==> src/rtl/ack_pkg.sv <==
// Shared types and constants for the four-source acknowledge combiner.
package ack_pkg;

  localparam int NUM_SRC = 4;

  typedef logic [1:0]         src_idx_t;
  typedef logic [NUM_SRC-1:0] src_mask_t;

  localparam logic ASSERTED = 1'b1;
  localparam logic NEGATED  = 1'b0;

  function automatic logic [2:0] popcount(input src_mask_t mask);
    logic [2:0] n;
    n = 3'd0;
    for (int i = 0; i < NUM_SRC; i++) n = n + {2'b00, mask[i]};
    return n;
  endfunction

endpackage

==> src/rtl/ack_sat_cnt.sv <==
// Saturating up-counter: async active-low reset, sync clear, count enable.
module ack_sat_cnt #(
  parameter int W = 8
) (
  input  logic         clk,
  input  logic         rst_n,
  input  logic         clr,
  input  logic         en,
  output logic [W-1:0] cnt
);

  // NOTE: sequential state uses non-blocking assignments only, so every
  // register samples the pre-edge values regardless of block ordering.
  always_ff @(posedge clk or negedge rst_n) begin
    if (!rst_n)                cnt <= '0;
    else if (clr)              cnt <= '0;
    else if (en && cnt != '1)  cnt <= cnt + 1'b1;
  end

endmodule

==> src/rtl/ack_or.sv <==
// Merges four slave acknowledges into one combinational ack, with source
// encode, multi-ack detect, sticky violation flags and per-source counters.
module ack_or
  import ack_pkg::*;
#(
  parameter int CNT_W = 8
) (
  input  logic             ack0,
  input  logic             ack1,
  input  logic             ack2,
  input  logic             ack3,
  output logic             ack,
  input  logic             clk,
  input  logic             rst,
  output src_idx_t         ack_src,
  output logic             ack_multi,
  output logic             err_multi,
  output src_mask_t        err_src,
  output logic [CNT_W-1:0] cnt0,
  output logic [CNT_W-1:0] cnt1,
  output logic [CNT_W-1:0] cnt2,
  output logic [CNT_W-1:0] cnt3,
  input  logic             clr
);

  src_mask_t acks;

  assign acks      = {ack3, ack2, ack1, ack0};
  assign ack       = |acks;
  assign ack_multi = (popcount(acks) >= 3'd2);

  // NOTE: every signal written in always_comb gets a default first, so no
  // path leaves it unassigned and no latch is inferred.
  always_comb begin
    ack_src = src_idx_t'(0);
    if      (ack0 == ASSERTED) ack_src = src_idx_t'(0);
    else if (ack1 == ASSERTED) ack_src = src_idx_t'(1);
    else if (ack2 == ASSERTED) ack_src = src_idx_t'(2);
    else if (ack3 == ASSERTED) ack_src = src_idx_t'(3);
  end

  // NOTE: only the small flag/counter registers are reset; rst is the
  // active-low async reset, and clr wins over a coincident multi-ack.
  always_ff @(posedge clk or negedge rst) begin
    if (!rst) begin
      err_multi <= NEGATED;
      err_src   <= '0;
    end else if (clr) begin
      err_multi <= NEGATED;
      err_src   <= '0;
    end else if (ack_multi) begin
      err_multi <= ASSERTED;
      err_src   <= err_src | acks;
    end
  end

  ack_sat_cnt #(.W(CNT_W)) u_cnt0 (.clk(clk), .rst_n(rst), .clr(clr), .en(ack0), .cnt(cnt0));
  ack_sat_cnt #(.W(CNT_W)) u_cnt1 (.clk(clk), .rst_n(rst), .clr(clr), .en(ack1), .cnt(cnt1));
  ack_sat_cnt #(.W(CNT_W)) u_cnt2 (.clk(clk), .rst_n(rst), .clr(clr), .en(ack2), .cnt(cnt2));
  ack_sat_cnt #(.W(CNT_W)) u_cnt3 (.clk(clk), .rst_n(rst), .clr(clr), .en(ack3), .cnt(cnt3));

endmodule

==> config.mk <==
export PLATFORM = sky130hd
export DESIGN_NAME = ack_or
export DESIGN_NICKNAME = d
export VERILOG_FILES = /design/src/rtl/ack_pkg.sv /design/src/rtl/ack_sat_cnt.sv /design/src/rtl/ack_or.sv
export SDC_FILE = /design/constraint.sdc
export NUM_CORES = 1
export LEC_CHECK = 0
export CAP_MARGIN = 20
export CORE_MARGIN = 3
export CORE_UTILIZATION = 52
export CTS_BUF_LIST = sky130_fd_sc_hd__clkbuf_2
export CTS_CLUSTER_DIAMETER = 80
export DETAILED_ROUTE_END_ITERATION = 6
export HOLD_SLACK_MARGIN = 0.1
export PLACE_DENSITY_LB_ADDON = 0.12
export SYNTH_ARGS = -nofsm -noshare
export SYNTH_HDL_FRONTEND = slang
export SYNTH_SLANG_ARGS = --single-unit
==> constraint.sdc <==
create_clock -name clk -period 1.65 [get_ports clk]
set_input_delay 0.33 -clock clk [delete_from_list [all_inputs] [get_ports clk]]
set_output_delay 0.33 -clock clk [all_outputs]
set_load 0.005 [all_outputs]
Yosys cells after proc, flatten, opt, wreduce, memory -nomap -nowiden
Index checks and enable logic that the tools add are counted.

Output and inout bits: 41. Bits in registers: 37. Input port bits: 7. Logic and storage cells: 45. RAM bits: 0. Bits in read-only memories: 0. Memories: 0. Bits in latches: 0.

Shift-type cells: 0. Order comparisons: 1. Equality and inequality tests: 4. Reductions and logical operators: 10. Add/subtract/negate cells: 7. Divide/modulo/power cells: 0. Bitwise operators: 1. Multiply operators: 0. Muxes and demuxes: 16.

Operators by type and width (number): $mux 8 (8); $add 8x1->8 const B (4); $ne 8x8->1 const B (4); $reduce_bool 2->1 (5); $mux 2 (4); $mux 4 (2); $logic_and 1x1->1 (4); $or 4x4->4 (1); $reduce_or 4->1 (1); $add 2x1->3 (1); $add 3x1->3 (1); $ge 3x2->1 const B (1); $add 1x1->2 (1); $mux 1 (2).

Depth between registers and ports, before layout
Depth in word-level cells: 6. Mapped depth: 6. Depth with buffers taken out: 5.

Cells and area by module
Synthesis repeated with hierarchy kept, for this count alone.

Cell total of the unflattened synthesis: 227. Area, all modules: 2142.1 µm².

By module, submodules not included: ack_sat_cnt (seq. area each 200.2 µm², instances 4, area each 464.2 µm², cells each 49); ack_or (seq. area each 125.1 µm², instances 1, area each 285.3 µm², cells each 31).

Least setup slack after synthesis
OpenSTA, ideal clock, no wires.

Kind: input to output. From: input port ack3. To: output port ack_multi. Data arrival time: 1.250 ns. Cell stages on the path: 4. Slack: 0.070 ns. Path buffers: 1. Required time: 1.320 ns. Cells stage by stage: clkbuf_2 inv_1 fa_1 o21ai_0.

Word-level cells in the longest chain between the ends: 2.

Ends and longest elaborated chain: start: declaration (line ack_or.sv:11) `input logic ack3,`; $add 3x1->3 (line ack_pkg.sv:15) `for (int i = 0; i < NUM_SRC; i++) n = n + {2'b00, mask[i]};`; $ge 3x2->1 (line ack_or.sv:30) `assign ack_multi = (popcount(acks) >= 3'd2);`; end: declaration (line ack_or.sv:16) `output logic ack_multi,`.

Every way passes these cells.

Worst setup path after layout
From: register u_cnt1.cnt[0]. To: register u_cnt1.cnt[5].

Word-level cells in the longest chain between the ends: 3. Elaborated cells on any way between the ends: 6. Classes of those cells: 1 x add/sub; 1 x eq/ne; 2 x mux; 2 x reduce/logical.

Ends and longest elaborated chain: start: declaration (line ack_sat_cnt.sv:9) `output logic [W-1:0] cnt`; start signal: assignment (line ack_sat_cnt.sv:17) `else if (en && cnt != '1) cnt <= cnt + 1'b1;`; $add 8x1->8 / $ne 8x8->1 (equally long branches) (line ack_sat_cnt.sv:17); $mux 8 / $logic_and 1x1->1 (equally long branches) (line ack_sat_cnt.sv:17); $mux 8 / $reduce_bool 2->1 (equally long branches).

Parallel ways exist; a longest one is shown, timed or not. The select of a mux whose other input is x is not followed. A chain may end at the register's enable or synchronous reset.

==> impl_metrics.tcl <==
set metrics [dict create \
    skew_ns 0.008460 \
    ir_worst_vdd_mv 0.4116 \
    crit_path_start_kind "flip-flop" \
    max_slew_margin 0.6829 \
    reg2reg_from "u_cnt1.cnt[0]" \
    grtUsageTotal 0.2406 \
    drt_iter0_drc 206 \
    gp_congestion 0.8097 \
    crit_path_end_kind "flip-flop" \
    grt_pass1_wl_um 9563 \
    ios 48 \
    die_y_um 70.33 \
    synthTopCellsByArea "dfrtp_1, nor2b_1, a21oi_1, mux2_2, nand2_1" \
    die_width_um 70.33 \
    synth_flop_cell "dfrtp_1" \
    required_ns 1.97 \
    syn_inst 216 \
    drive_gt1_frac 0.3545 \
    dr.pass1.iters 4 \
    ys_types 44 \
    grt_max_degree 38 \
    overflow 0 \
    synth_area_leader_cell "dfrtp_1" \
    wl_um 5660 \
    ys_seq_elements 37 \
    route.detailed.drc 0 \
    syn_to_final_growth_pct 49.88 \
    fin_crit_ns 1.640 \
    vias_per_cell 5.585 \
    critical_path_class "flip-flop to flip-flop" \
    rows 22 \
    maxCapViolations 0 \
    cts_buffers 5 \
    synth_nets 229 \
    p_per_area_mw_per_mm2 536.4 \
    synth_top_cell_area_share 0.4302 \
    synth_area_per_cell_um2 9.963 \
    min_from "ack1" \
    ctsRootBufferMaster "clkbuf_2" \
    dp_slack_ns -1.003 \
    ys_warn_count 0 \
    wl_per_cell_um 14.97 \
    start_util 0.5625 \
    vias 2111 \
    dieArea_mm2 0.004946 \
    synth_area_mm2 0.002152 \
    hold_violations 0 \
    cts_sinks 37 \
    hold_ws_ns 0.3267 \
    grt_pass1_vias 2034 \
    antenna_found_initial 0 \
    fin_ws_ns 0.01020 \
    clk_pin_slew_ns 0.18 \
    synth_seq_area_share 0.4302 \
    status "finished, final reports clean" \
    worstMarginPinSlew_ns 0.4757 \
    cts_tree "done" \
    h-tree-depth 2 \
    synth_most_common_cell "dfrtp_1" \
    dp_hpwl_um 3547 \
    crit_path_start "u_cnt1.cnt[0]" \
    antennaDiodeCount 0 \
    synthTopCellsByCount "dfrtp_1, nand2_1, a21oi_1, nor2_1" \
    clockBufferDepth 2 \
    detail-route-antenna-nets 0 \
    coreArea_mm2 0.003826 \
    final_nets 342 \
    synthArstFlopShare 1.000 \
    post-route-period-util 0.9938 \
    p_leak_uw 0.001931 \
    cp.arrival_ns 1.96 \
    crit_path_max_fanout 3 \
    clock.fmax_mhz 609.8 \
    port_buffers 47 \
    min_path_type "input port to flip-flop" \
    slew_viol_final 0 \
    clock_latency_ns 0.41 \
    synth_edf_count 0 \
    setup_violations 0 \
]
==> report_power, final <==
group | internal [µW] | switching, µW | total (µW)
sequential | 937 | 17.6 | 954
combinational | 182 | 161 | 344
clock | 125 | 307 | 432
total | 1240 | 486 | 1730
==> metrics by stage <==
step / cells / area [µm²] / total power (µW) / setup TNS [ns] / util
3_5_place_dp: 331 / 2835 / 1276 / -5.211 / 0.7410
3_3_place_gp: 331 / 2835 / 1268 / -4.715 / 0.7410
4_1_cts: 371 / 3093 / 1713 / 0 / 0.8084
2_1_floorplan: 216 / 2152 / 1097 / 0 / -
5_1_grt: 378 / 3226 / 1817 / -0.09301 / 0.8430
6_report: 378 / 3226 / 1730 / 0 / 0.8430
==> cell families after synthesis <==
| logic type | synth area share |
|---|---|
| simple gates | 0.2273 |
| buf+inv | 0.05232 |
| compound gates | 0.1738 |
| flops | 0.4302 |
| mux | 0.07791 |
| fa+ha+maj | 0.03837 |
==> area by class of cell <==
class                           instances  area (µm²)
Sequential cell                        37       934.6
Timing Repair Buffer                  116        1015
Tap cell                               48       60.06
Inverter                               12       45.04
Clock buffer                            8       40.04
Fill cell                             237       600.6
Multi-Input combinational cell        157        1131
==> worst max-delay path: stages, from the launching register on <==
cell and delay (ns):
dfrtp_1 0.44, buf_4 0.14, ha_1 0.21, and3_4 0.20
a211oi_2 0.25, mux2_4 0.32
==> placed cells by master, fill, tap and decap left out, types with 3 or more instances in the layout <==
| cell type | synthesis | layout |
|---|---|---|
| mux2_2 | 6 | 6 |
| nand4_1 | 6 | 6 |
| a21oi_1 | 14 | 14 |
| mux2_4 | 4 | 4 |
| nand2_1 | 17 | 17 |
| ha_1 | 5 | 4 |
| nor2b_1 | 12 | 12 |
| clkbuf_2 | 1 | 8 |
| dlymetal6s2s_1 | 0 | 23 |
| dfrtp_1 | 37 | 30 |
| nand3_1 | 10 | 10 |
| nor3_1 | 8 | 7 |
| o21ai_0 | 6 | 5 |
| buf_4 | 3 | 68 |
| and4_1 | 3 | 3 |
| dlygate4sd2_1 | 0 | 17 |
| a41oi_1 | 3 | 3 |
| dfrtp_2 | 0 | 7 |
| and3_1 | 5 | 3 |
| buf_2 | 2 | 3 |
| inv_1 | 12 | 9 |
| a211oi_1 | 6 | 6 |
| mux2i_1 | 4 | 4 |
| nor2_1 | 14 | 14 |
| a21oi_2 | 5 | 5 |
| inv_2 | 0 | 3 |
==> flip-flops by register name, indices dropped and copies added, names as in the netlist <==
signal	flops
u_cnt0.cnt	8
u_cnt2.cnt	8
err_src	4
u_cnt3.cnt	8
u_cnt1.cnt	8
err_multi	1
==> metal layers <==
| metal | vias to the layer above | GRT usage | share of wire |
|---|---|---|---|
| met1 | 1008 | 0.3168 | 0.43 |
| met4 | 0 | 0.1021 | 0.019 |
| met2 | 69 | 0.3898 | 0.49 |
| met3 | 10 | 0.03885 | 0.058 |
| li1 | 1024 | - | - |
| met5 | - | 0 | 0 |
==> worst paths after layout <==
path,slack (ns),end,depth (start not counted)
setup / recovery,0.01,u_cnt1.cnt[5],5
min in group asynchronous,0.48,u_cnt2.cnt[6],3
hold / removal,0.33,err_src[1],4
setup reg to reg,0.01,u_cnt1.cnt[5],5
max in group asynchronous,0.82,u_cnt3.cnt[2],3
hold reg to reg,0.53,err_src[3],2
==> what timing repair did <==
action	4_1_cts	5_1_grt
endpoints found under the setup margin	36	30
gates resized for setup	47	30
pin swaps	3	3
hold buffers	1	0
setup buffers	31	7
endpoints found under the hold margin	37	0
(Power assumes the default switching activity.)
